<file path="src/rtl/muller_c_handshake_mon_if.sv">
// Signal bundle between a Muller C-element stage and its synchronous monitor.
// master drives the element signals and clear; slave is the monitor.
interface muller_c_handshake_mon_if #(
  parameter int CNT_W = 16
);
  logic             c_a;
  logic             c_b;
  logic             c_q;
  logic             clr;
  logic             q_sync;
  logic             busy;
  logic [CNT_W-1:0] cycle_count;
  logic             err_glitch;
  logic             err_timeout;

  modport master (
    output c_a, c_b, c_q, clr,
    input  q_sync, busy, cycle_count, err_glitch, err_timeout
  );

  modport slave (
    input  c_a, c_b, c_q, clr,
    output q_sync, busy, cycle_count, err_glitch, err_timeout
  );
endinterface

</file>
<file path="src/rtl/muller_c_handshake_mon.sv">
// Synchronous four-phase monitor for a Muller C-element: counts q cycles, flags glitches.
// Define MULLER_MON_TIMEOUT_EN to build the follow-timeout timer and err_timeout flag.
module muller_c_handshake_mon #(
  parameter int SYNC_STAGES = 2,
  parameter int CNT_W       = 16,
  parameter int TIMEOUT     = 255
) (
  input  logic                     clk,
  input  logic                     rst_n,
  muller_c_handshake_mon_if.slave  mon
);

  typedef enum logic [1:0] {
    ST_LOW    = 2'd0,
    ST_ARMED  = 2'd1,
    ST_HIGH   = 2'd2,
    ST_DISARM = 2'd3
  } state_e;

  localparam logic [CNT_W-1:0] CNT_MAX = {CNT_W{1'b1}};
  localparam logic [CNT_W-1:0] CNT_ONE = {{(CNT_W-1){1'b0}}, 1'b1};

  // Out-of-range parameters are rejected at elaboration.
  if ((SYNC_STAGES < 2) || (SYNC_STAGES > 4) || (TIMEOUT < 1) || (TIMEOUT > 65535)) begin : g_param_check
    $error("muller_c_handshake_mon: SYNC_STAGES or TIMEOUT out of range");
  end

  logic [SYNC_STAGES-1:0] a_sync_q, a_sync_d;
  logic [SYNC_STAGES-1:0] b_sync_q, b_sync_d;
  logic [SYNC_STAGES-1:0] q_sync_q, q_sync_d;
  logic                   as_prev_q, as_prev_d;
  logic                   bs_prev_q, bs_prev_d;
  state_e                 state_q, state_d;
  logic                   busy_q, busy_d;
  logic [CNT_W-1:0]       cnt_q, cnt_d;
  logic                   err_glitch_q, err_glitch_d;

  logic as_s, bs_s, qs_s;
  logic agree1_s, agree0_s, prev_agree1_s, prev_agree0_s;
  logic inc_s, glitch_s;

  // Synchronizer shift and agreement terms.
  always_comb begin
    a_sync_d      = {a_sync_q[SYNC_STAGES-2:0], mon.c_a};
    b_sync_d      = {b_sync_q[SYNC_STAGES-2:0], mon.c_b};
    q_sync_d      = {q_sync_q[SYNC_STAGES-2:0], mon.c_q};
    as_s          = a_sync_q[SYNC_STAGES-1];
    bs_s          = b_sync_q[SYNC_STAGES-1];
    qs_s          = q_sync_q[SYNC_STAGES-1];
    as_prev_d     = as_s;
    bs_prev_d     = bs_s;
    agree1_s      = as_s & bs_s;
    agree0_s      = ~as_s & ~bs_s;
    prev_agree1_s = as_prev_q & bs_prev_q;
    prev_agree0_s = ~as_prev_q & ~bs_prev_q;
  end

  // Four-phase next-state logic; q moving is checked before input agreement.
  always_comb begin
    state_d  = state_q;
    inc_s    = 1'b0;
    glitch_s = 1'b0;
    case (state_q)
      ST_LOW: begin
        if (qs_s) begin
          state_d  = ST_HIGH;
          glitch_s = ~(agree1_s | prev_agree1_s);
        end else if (agree1_s) begin
          state_d = ST_ARMED;
        end else begin
          state_d = ST_LOW;
        end
      end
      ST_ARMED: begin
        if (qs_s) begin
          state_d = ST_HIGH;
        end else if (!agree1_s) begin
          state_d = ST_LOW;
        end else begin
          state_d = ST_ARMED;
        end
      end
      ST_HIGH: begin
        if (!qs_s) begin
          state_d  = ST_LOW;
          glitch_s = ~(agree0_s | prev_agree0_s);
        end else if (agree0_s) begin
          state_d = ST_DISARM;
        end else begin
          state_d = ST_HIGH;
        end
      end
      ST_DISARM: begin
        if (!qs_s) begin
          state_d = ST_LOW;
          inc_s   = 1'b1;
        end else if (!agree0_s) begin
          state_d = ST_HIGH;
        end else begin
          state_d = ST_DISARM;
        end
      end
      default: begin
        state_d = ST_LOW;
      end
    endcase
  end

  // Counter and sticky glitch flag; clr overrides same-cycle updates.
  always_comb begin
    busy_d = (state_d == ST_ARMED) || (state_d == ST_DISARM);
    if (mon.clr) begin
      cnt_d        = {CNT_W{1'b0}};
      err_glitch_d = 1'b0;
    end else begin
      if (inc_s && (cnt_q != CNT_MAX)) begin
        cnt_d = cnt_q + CNT_ONE;
      end else begin
        cnt_d = cnt_q;
      end
      err_glitch_d = err_glitch_q | glitch_s;
    end
  end

  // All synchronizer, FSM and status registers.
  always_ff @(posedge clk or negedge rst_n) begin
    if (!rst_n) begin
      a_sync_q     <= {SYNC_STAGES{1'b0}};
      b_sync_q     <= {SYNC_STAGES{1'b0}};
      q_sync_q     <= {SYNC_STAGES{1'b0}};
      as_prev_q    <= 1'b0;
      bs_prev_q    <= 1'b0;
      state_q      <= ST_LOW;
      busy_q       <= 1'b0;
      cnt_q        <= {CNT_W{1'b0}};
      err_glitch_q <= 1'b0;
    end else begin
      a_sync_q     <= a_sync_d;
      b_sync_q     <= b_sync_d;
      q_sync_q     <= q_sync_d;
      as_prev_q    <= as_prev_d;
      bs_prev_q    <= bs_prev_d;
      state_q      <= state_d;
      busy_q       <= busy_d;
      cnt_q        <= cnt_d;
      err_glitch_q <= err_glitch_d;
    end
  end

`ifdef MULLER_MON_TIMEOUT_EN
  localparam logic [15:0] TMO_LIM = 16'(TIMEOUT);

  logic [15:0] timer_q, timer_d;
  logic        err_timeout_q, err_timeout_d;
  logic        stay_busy_s;

  // Timer restarts on entry to a waiting state and saturates at the limit.
  always_comb begin
    stay_busy_s = busy_d && (state_d == state_q);
    if (mon.clr) begin
      timer_d       = 16'd0;
      err_timeout_d = 1'b0;
    end else begin
      if (!stay_busy_s) begin
        timer_d = 16'd0;
      end else if (timer_q != TMO_LIM) begin
        timer_d = timer_q + 16'd1;
      end else begin
        timer_d = timer_q;
      end
      if (stay_busy_s && (timer_d == TMO_LIM)) begin
        err_timeout_d = 1'b1;
      end else begin
        err_timeout_d = err_timeout_q;
      end
    end
  end

  // Timer and sticky timeout flag registers.
  always_ff @(posedge clk or negedge rst_n) begin
    if (!rst_n) begin
      timer_q       <= 16'd0;
      err_timeout_q <= 1'b0;
    end else begin
      timer_q       <= timer_d;
      err_timeout_q <= err_timeout_d;
    end
  end

  assign mon.err_timeout = err_timeout_q;
`else
  assign mon.err_timeout = 1'b0;
`endif

  assign mon.q_sync      = q_sync_q[SYNC_STAGES-1];
  assign mon.busy        = busy_q;
  assign mon.cycle_count = cnt_q;
  assign mon.err_glitch  = err_glitch_q;

endmodule

</file>
<file path="src/flat_wrapper.sv">
// flat-port wrapper written by rule: the top's interface ports become plain ports
module muller_c_handshake_mon_flat 
#(
  parameter int SYNC_STAGES = 2,
  parameter int CNT_W       = 16,
  parameter int TIMEOUT     = 255
)
  (clk, rst_n, mon_c_a, mon_c_b, mon_c_q, mon_clr, mon_q_sync, mon_busy, mon_cycle_count, mon_err_glitch, mon_err_timeout);
  muller_c_handshake_mon_if #(.CNT_W(CNT_W)) mon_i ();
  input  logic clk;
  input  logic rst_n;
  input wire logic [$bits(mon_i.c_a)-1:0] mon_c_a;
  input wire logic [$bits(mon_i.c_b)-1:0] mon_c_b;
  input wire logic [$bits(mon_i.c_q)-1:0] mon_c_q;
  input wire logic [$bits(mon_i.clr)-1:0] mon_clr;
  output wire logic [$bits(mon_i.q_sync)-1:0] mon_q_sync;
  output wire logic [$bits(mon_i.busy)-1:0] mon_busy;
  output wire logic [$bits(mon_i.cycle_count)-1:0] mon_cycle_count;
  output wire logic [$bits(mon_i.err_glitch)-1:0] mon_err_glitch;
  output wire logic [$bits(mon_i.err_timeout)-1:0] mon_err_timeout;
  assign mon_i.c_a = mon_c_a;
  assign mon_i.c_b = mon_c_b;
  assign mon_i.c_q = mon_c_q;
  assign mon_i.clr = mon_clr;
  assign mon_q_sync = mon_i.q_sync;
  assign mon_busy = mon_i.busy;
  assign mon_cycle_count = mon_i.cycle_count;
  assign mon_err_glitch = mon_i.err_glitch;
  assign mon_err_timeout = mon_i.err_timeout;
  muller_c_handshake_mon #(.SYNC_STAGES(SYNC_STAGES), .CNT_W(CNT_W), .TIMEOUT(TIMEOUT)) u_core (.clk(clk), .rst_n(rst_n), .mon(mon_i));
endmodule
</file>
<file path="config.mk">
export PLATFORM = sky130hd
export DESIGN_NAME = muller_c_handshake_mon_flat
export DESIGN_NICKNAME = d
export VERILOG_FILES = /design/src/rtl/muller_c_handshake_mon_if.sv /design/src/rtl/muller_c_handshake_mon.sv /design/src/flat_wrapper.sv
export SDC_FILE = /design/constraint.sdc
export NUM_CORES = 1
export LEC_CHECK = 0
export CORE_MARGIN = 2
export CORE_UTILIZATION = 45
export CTS_BUF_LIST = sky130_fd_sc_hd__clkbuf_16
export CTS_CLUSTER_DIAMETER = 50
export DETAILED_ROUTE_END_ITERATION = 8
export PLACE_DENSITY_LB_ADDON = 0.1
export SLEW_MARGIN = 5
export SYNTH_ARGS = -nofsm -noshare
export SYNTH_HDL_FRONTEND = slang
export SYNTH_SLANG_ARGS = --single-unit
</file>
<file path="constraint.sdc">
create_clock -name clk -period 2.25 [get_ports clk]
set_clock_uncertainty 0.15 [all_clocks]
set_input_delay 0.3375 -clock clk [delete_from_list [all_inputs] [get_ports clk]]
set_output_delay 0.3375 -clock clk [all_outputs]
set_load 0.005 [all_outputs]
</file>
==> results.sh, run 1 <==
export IMPL_drv_cap=0
export IMPL_synth_top_area_cell="dfrtp_1"
export IMPL_grt_pass1_vias=1013
export IMPL_post_dp_hpwl_um=1840
export IMPL_cts_path_max_buffers=2
export IMPL_die_w_um=59.1
export IMPL_postCtsResizedCells=0
export IMPL_antenna_found_initial=0
export IMPL_grt_use_met2_pct=28.1
export IMPL_r2r_start="u_core.q_sync_q[1]$_DFF_PN0_"
export IMPL_cp_required_ns=2.26
export IMPL_synthTopCellsByArea="dfrtp_1 (51%), mux2_2 (4.9%), o31ai_1 (3.8%)"
export IMPL_drt_pass1_iterations=4
export IMPL_cts_root_buf="clkbuf_16"
export IMPL_synthTopCellsByCount="dfrtp_1 (28), a21oi_1 (10), nor2_1 (10)"
export IMPL_wl_um=2610
export IMPL_setup_viol=0
export IMPL_finalCritPeriodShare_pct=85.7
export IMPL_cts_sinks=28
export IMPL_grt_pass1_wl_um=4600
export IMPL_synth_yosys_seq_area_share_pct=51.3
export IMPL_cp_startpoint="u_core.q_sync_q[1]$_DFF_PN0_"
export IMPL_tightest_slew_ns=0.554
export IMPL_grtUsageTotal_pct=17.2
export IMPL_slew_viol_final=0
export IMPL_ys_seq_elements=28
export IMPL_avgViaCountPerCell=5.76
export IMPL_cp_num_buf_inv=0
export IMPL_drc_errors=0
export IMPL_gp_congestion=0.818
export IMPL_setup_ws_ns=0.321
export IMPL_die_area_sq_um=3490
export IMPL_n_antenna_cell=0
export IMPL_area_growth_pct=27.8
export IMPL_vdd_drop_max_mv=0.333
export IMPL_relSlewSlack_pct=62.8
export IMPL_dp_slack_ns=0.321
export IMPL_arrival_ns=1.94
export IMPL_path_delay_family="simple AND/OR/NAND/NOR gates"
export IMPL_yosys_warnings=0
export IMPL_avgSynthCellArea_sq_um=10.6
export IMPL_async_reset_ff_share_pct=100
export IMPL_ios=26
export IMPL_via_count=1071
export IMPL_cts_buffers=3
export IMPL_grt_max_degree=29
export IMPL_met1_usage_pct=22.8
export IMPL_cts_tree="yes"
export IMPL_worstPathMaxFanout=10
export IMPL_port_buffers=24
export IMPL_slowest_delay_ns=0.46
export IMPL_clk_pin_slew_ns=0.07
export IMPL_period_needed_ns=1.93
export IMPL_cts_setup_buffers=0
export IMPL_drive_above_1_share_pct=12.9
export IMPL_crit_path_cell_trace="and4b_1 -> nand3_2 -> or3_2 -> a211oi_1"
export IMPL_gr_total_overflow=0
export IMPL_yosys_most_used_dff="dfrtp_1"
export IMPL_hold_buffers=0
export IMPL_drt_initial_drc_count=45
export IMPL_crit_slowest_cell="dfrtp_1"
export IMPL_fin_nets=163
export IMPL_end_kind="register"
export IMPL_wl_per_cell_um=14.1
export IMPL_path_class="register to register"
export IMPL_n_fill_cell=235
export IMPL_synth_edf_count=0
export IMPL_yosysTopAreaCellShare_pct=51.3
export IMPL_leakagePower_uw=0.000704
export IMPL_synth_area_sq_um=1370
export IMPL_crit_path_start_kind="register"
export IMPL_hold_viol=0
export IMPL_rsz0062_at_grt="no"
export IMPL_min_from="u_core.a_sync_q[0]$_DFF_PN0_"
export IMPL_fmax_ghz=0.519
export IMPL_fin_setup_tns_ns=0
export IMPL_fp_row_count=19
export IMPL_powerDensity_nw_per_um2=627
export IMPL_htreeDepth=1
export IMPL_dieHeight_um=59.1
export IMPL_grt_busiest_layer="met2"
export IMPL_status="finished, final reports clean"
export IMPL_hp_class="register to register"
export IMPL_synthCells=129
export IMPL_synth_nets=136
export IMPL_ant_nets=0
export IMPL_synth_distinct_cells=36
export IMPL_gr_usage_met3_pct=3.49
export IMPL_synth_most_common_cell="dfrtp_1"
export IMPL_start_util_pct=48.3
export IMPL_core_sq_um=2830
export IMPL_clk_latency_ns=0.26
state kept, by name, indices dropped and copies added, names as in the netlist:
register and count:
u_core.state_q 2, u_core.mon.err_glitch 1, u_core.as_prev_q 1, u_core.q_sync_q 2, u_core.a_sync_q 2, u_core.mon.busy 1, u_core.mon.cycle_count 16, u_core.bs_prev_q 1
u_core.b_sync_q 2
final cells by class:
cell class | count | area [sq um] | area share (%)
Multi-Input combinational cell | 92 | 626 | 35.9
Tap cell | 31 | 38.8 | 2.22
Clock buffer | 3 | 75.1 | 4.30
Timing Repair Buffer | 26 | 255 | 14.6
Clock inverter | 1 | 30.0 | 1.72
Inverter | 5 | 18.8 | 1.08
Sequential cell | 28 | 701 | 40.2
through the flow:
| step | area, sq um | util, % | std cells | power (uW) | hold WS (ns) |
|---|---|---|---|---|---|
| floorplan | 1370 | - | 129 | 551 | -0.108 |
| global placement | 1640 | 57.9 | 182 | 582 | 0.182 |
| detailed placement | 1640 | 57.9 | 182 | 583 | 0.185 |
| CTS | 1740 | 61.7 | 186 | 1100 | 0.200 |
| global route | 1740 | 61.7 | 186 | 1130 | 0.212 |
| finish | 1740 | 61.7 | 186 | 1090 | 0.200 |
path summary, 6_finish.rpt:
check                                                         endpoint  slack [ns]  cells past startpoint
worst max-delay path            u_core.mon.cycle_count[15]$_DFFE_PN0P_        0.32                      4
worst min register to register            u_core.a_sync_q[1]$_DFF_PN0_        0.20                      0
worst max register to register  u_core.mon.cycle_count[15]$_DFFE_PN0P_        0.32                      4
max in group asynchronous        u_core.mon.cycle_count[4]$_DFFE_PN0P_        1.40                      2
worst min-delay path                      u_core.a_sync_q[1]$_DFF_PN0_        0.20                      0
min in group asynchronous              u_core.mon.err_glitch$_DFF_PN0_        0.30                      2
logic make-up after synthesis:
logic type | share of synthesized area [%]
other | 0.275
AND/OR/NAND/NOR | 29.2
AO/OA/AOI/OAI | 9.72
multiplexers | 5.68
adder cells (fa/ha/maj) | 0.916
buffers and inverters | 2.84
flip-flops | 51.3
cells in the final DEF, fill, tap and decap left out, drive strengths merged:
cell type | synthesis | final
a211oi | 1 | 1
a21oi | 10 | 10
and3 | 1 | 1
and4 | 1 | 1
and4b | 2 | 2
buf | 3 | 2
bufinv | 0 | 1
clkbuf | 1 | 3
clkdlybuf4s50 | 0 | 24
conb | 1 | 1
dfrtp | 28 | 28
ha | 1 | 1
inv | 5 | 5
mux2 | 6 | 6
mux2i | 1 | 1
nand2 | 6 | 6
nand2b | 2 | 2
nand3 | 7 | 7
nand3b | 1 | 1
nand4 | 5 | 5
nand4b | 1 | 1
nor2 | 10 | 10
nor2b | 5 | 5
nor3 | 4 | 4
nor4 | 4 | 4
nor4b | 2 | 2
o21ai | 3 | 3
o21bai | 1 | 1
o31ai | 7 | 7
or2 | 1 | 1
or3 | 4 | 4
or4 | 5 | 5
routing by layer:
| metal | vias to the layer above | share of wire (%) |
|---|---|---|
| li1 | 530 | - |
| met1 | 512 | 48 |
| met2 | 24 | 47 |
| met3 | 5 | 4.1 |
| met4 | 0 | 1.2 |
| met5 | - | 0 |
report_power, final:
group / total [uW] / leakage [uW] / internal, uW / switching, uW
registers: 523 / 0.000369 / 515 / 8.49
logic: 48.2 / 0.000284 / 23.7 / 24.5
clock network: 522 / 0.0000511 / 354 / 168
total: 1090 / 0.000704 / 893 / 200
Power figures use the tool's default switching activity.
==> run 2, diff against run 1 <==
--- a/config.mk
+++ b/config.mk
@@ -10,6 +10,7 @@
 export CTS_BUF_LIST = sky130_fd_sc_hd__clkbuf_16
 export CTS_CLUSTER_DIAMETER = 50
 export DETAILED_ROUTE_END_ITERATION = 8
+export GPL_TIMING_DRIVEN = 0
 export PLACE_DENSITY_LB_ADDON = 0.1
 export SLEW_MARGIN = 5
 export SYNTH_ARGS = -nofsm -noshare
==> results.sh, run 2 (synthesis results as in run 1) <==
export IMPL_status="finished, final reports clean"
export IMPL_hold_buffers=0
export IMPL_p_switching_uw=207
export IMPL_clk_pin_slew_ns=0.07
export IMPL_powerDensity_nw_per_um2=627
export IMPL_hp_class="register to register"
export IMPL_largest_reg_flops=16
export IMPL_post_dp_hpwl_um=1820
export IMPL_n_antenna_cell=0
export IMPL_clkPwrFrac_pct=47.9
export IMPL_start_util_pct=48.3
export IMPL_cp_required_ns=2.25
export IMPL_grt_max_degree=29
export IMPL_finalPower_uw=1100
export IMPL_leakagePower_uw=0.000710
export IMPL_core_sq_um=2830
export IMPL_avgViaCountPerCell=5.87
export IMPL_cts_sinks=28
export IMPL_gr_total_overflow=0
export IMPL_cts_tree="yes"
export IMPL_arrival_ns=1.95
export IMPL_setup_ws_ns=0.303
export IMPL_dp_slack_ns=0.169
export IMPL_ios=26
export IMPL_rsz0062_at_grt="no"
export IMPL_fin_setup_tns_ns=0
export IMPL_period_needed_ns=1.95
export IMPL_grtUsageTotal_pct=17.5
export IMPL_setup_viol=0
export IMPL_hold_viol=0
export IMPL_multi_input_area_sq_um=626
export IMPL_swShare_pct=18.8
export IMPL_drv_cap=0
export IMPL_ant_nets=0
export IMPL_n_fill_cell=234
export IMPL_fin_nets=166
export IMPL_slew_viol_final=0
export IMPL_fin_cells=189
export IMPL_cts_buffers=3
export IMPL_fmax_ghz=0.514
export IMPL_seq_power_share_pct=47.5
export IMPL_worstPathMaxFanout=10
export IMPL_tightest_slew_ns=0.607
export IMPL_area_growth_pct=28.5
export IMPL_clk_latency_ns=0.27
export IMPL_p_int_uw=893
export IMPL_drive_above_1_share_pct=13.3
export IMPL_path_class="register to register"
export IMPL_grt_pass1_wl_um=4580
export IMPL_p_comb_share_pct=4.6
export IMPL_crit_path_start_kind="register"
export IMPL_port_buffers=24
export IMPL_relSlewSlack_pct=59.6
export IMPL_drt_initial_drc_count=53
export IMPL_die_w_um=59.1
export IMPL_cts_root_buf="clkbuf_16"
export IMPL_seq_area_sq_um=701
export IMPL_final_common_cell="dfrtp_1"
export IMPL_wl_um=2600
export IMPL_grt_pass1_vias=1070
export IMPL_htreeDepth=1
export IMPL_drc_errors=0
export IMPL_cts_path_max_buffers=2
export IMPL_die_area_sq_um=3490
export IMPL_cts_setup_buffers=0
export IMPL_dp_cells=184
export IMPL_drt_pass1_iterations=4
export IMPL_end_kind="register"
export IMPL_mostFrequentLayoutCells="dfrtp_1 (28), clkdlybuf4s50_1 (23), nor2_1 (10), a21oi_1 (10), o31ai_1 (7)"
export IMPL_fp_row_count=19
export IMPL_gp_congestion=0.777
export IMPL_dieHeight_um=59.1
export IMPL_via_count=1109
export IMPL_postCtsResizedCells=0
export IMPL_wl_per_cell_um=13.7
export IMPL_finalCritPeriodShare_pct=86.5
export IMPL_vdd_drop_max_mv=0.386
export IMPL_antenna_found_initial=0
==> run 2: cell type report <==
class	instances	area share, %
Clock buffer	3	4.28
Multi-Input combinational cell	92	35.7
Timing Repair Buffer	25	14.0
Tap cell	31	2.21
Buffer	4	1.14
Sequential cell	28	39.9
Clock inverter	1	1.71
Inverter	5	1.07
==> run 2: final timing paths <==
path / startpoint / end / slack [ns] / cells after the start
min: u_core.q_sync_q[0]$_DFF_PN0_ / u_core.q_sync_q[1]$_DFF_PN0_ / 0.20 / 0
max reg2reg: u_core.mon.cycle_count[0]$_DFFE_PN0P_ / u_core.mon.cycle_count[4]$_DFFE_PN0P_ / 0.30 / 5
min in group asynchronous: rst_n / u_core.mon.cycle_count[11]$_DFFE_PN0P_ / 0.46 / 2
min reg2reg: u_core.q_sync_q[0]$_DFF_PN0_ / u_core.q_sync_q[1]$_DFF_PN0_ / 0.20 / 0
max in group asynchronous: rst_n / u_core.b_sync_q[1]$_DFF_PN0_ / 1.09 / 2
max: u_core.mon.cycle_count[0]$_DFFE_PN0P_ / u_core.mon.cycle_count[4]$_DFFE_PN0P_ / 0.30 / 5
==> run 2: metal layers <==
layer  routed length (um)  part of all wire [%]  vias to the layer above  GRT usage [%]
li1                     -                     -                      539              -
met1                 1260                    48                      529           23.0
met2                 1160                    45                       31           26.0
met3                  108                   4.2                       10           4.59
met4                   70                   2.7                        0           10.4
met5                    0                     0                        -              0
==> run 2: power groups by stage <==
stage | combinational [uW] | sequential (uW) | clock, uW
CTS | 52.2 | 522 | 538
floorplan | 19.8 | 531 | 0
detailed placement | 51.8 | 532 | 0
global placement | 50.8 | 531 | 0
finish | 51.1 | 522 | 527
global route | 58.1 | 524 | 563
==> run 2: through the flow <==
| stage | cell area [sq um] | hold slack, ns | util, % |
|---|---|---|---|
| 2_1_floorplan | 1370 | -0.108 | - |
| 3_3_place_gp | 1640 | 0.181 | 58.1 |
| 3_5_place_dp | 1640 | 0.190 | 58.1 |
| 4_1_cts | 1750 | 0.206 | 61.8 |
| 5_1_grt | 1750 | 0.216 | 62.0 |
| 6_report | 1750 | 0.202 | 62.0 |
==> run 2: critical path, cell delays in order (launching register included) <==
cell and delay, ns:
dfrtp_1 0.43, ha_1 0.27, nand4_1 0.16, nor4_4 0.41, nor4b_1 0.12, mux2_2 0.29
==> run 3, diff against run 2 <==
==> constraint.sdc (replaced) <==
create_clock -name clk -period 2.1 [get_ports clk]
set_clock_uncertainty 0.15 [all_clocks]
set_input_delay 0.315 -clock clk [delete_from_list [all_inputs] [get_ports clk]]
set_output_delay 0.315 -clock clk [all_outputs]
set_load 0.005 [all_outputs]
==> results of run 3 <==
Same layout as run 2 (identical final DEF). Status: finished, final reports clean.
Among the figures that moved: setup slack after placement 0.169 ns -> 0.0410 ns; setup slack after layout 0.303 ns -> 0.153 ns; register-to-register setup slack 0.30 ns -> 0.15 ns; total power 1100 uW -> 1180 uW; worst IR drop on VDD 0.386 mV -> 0.413 mV
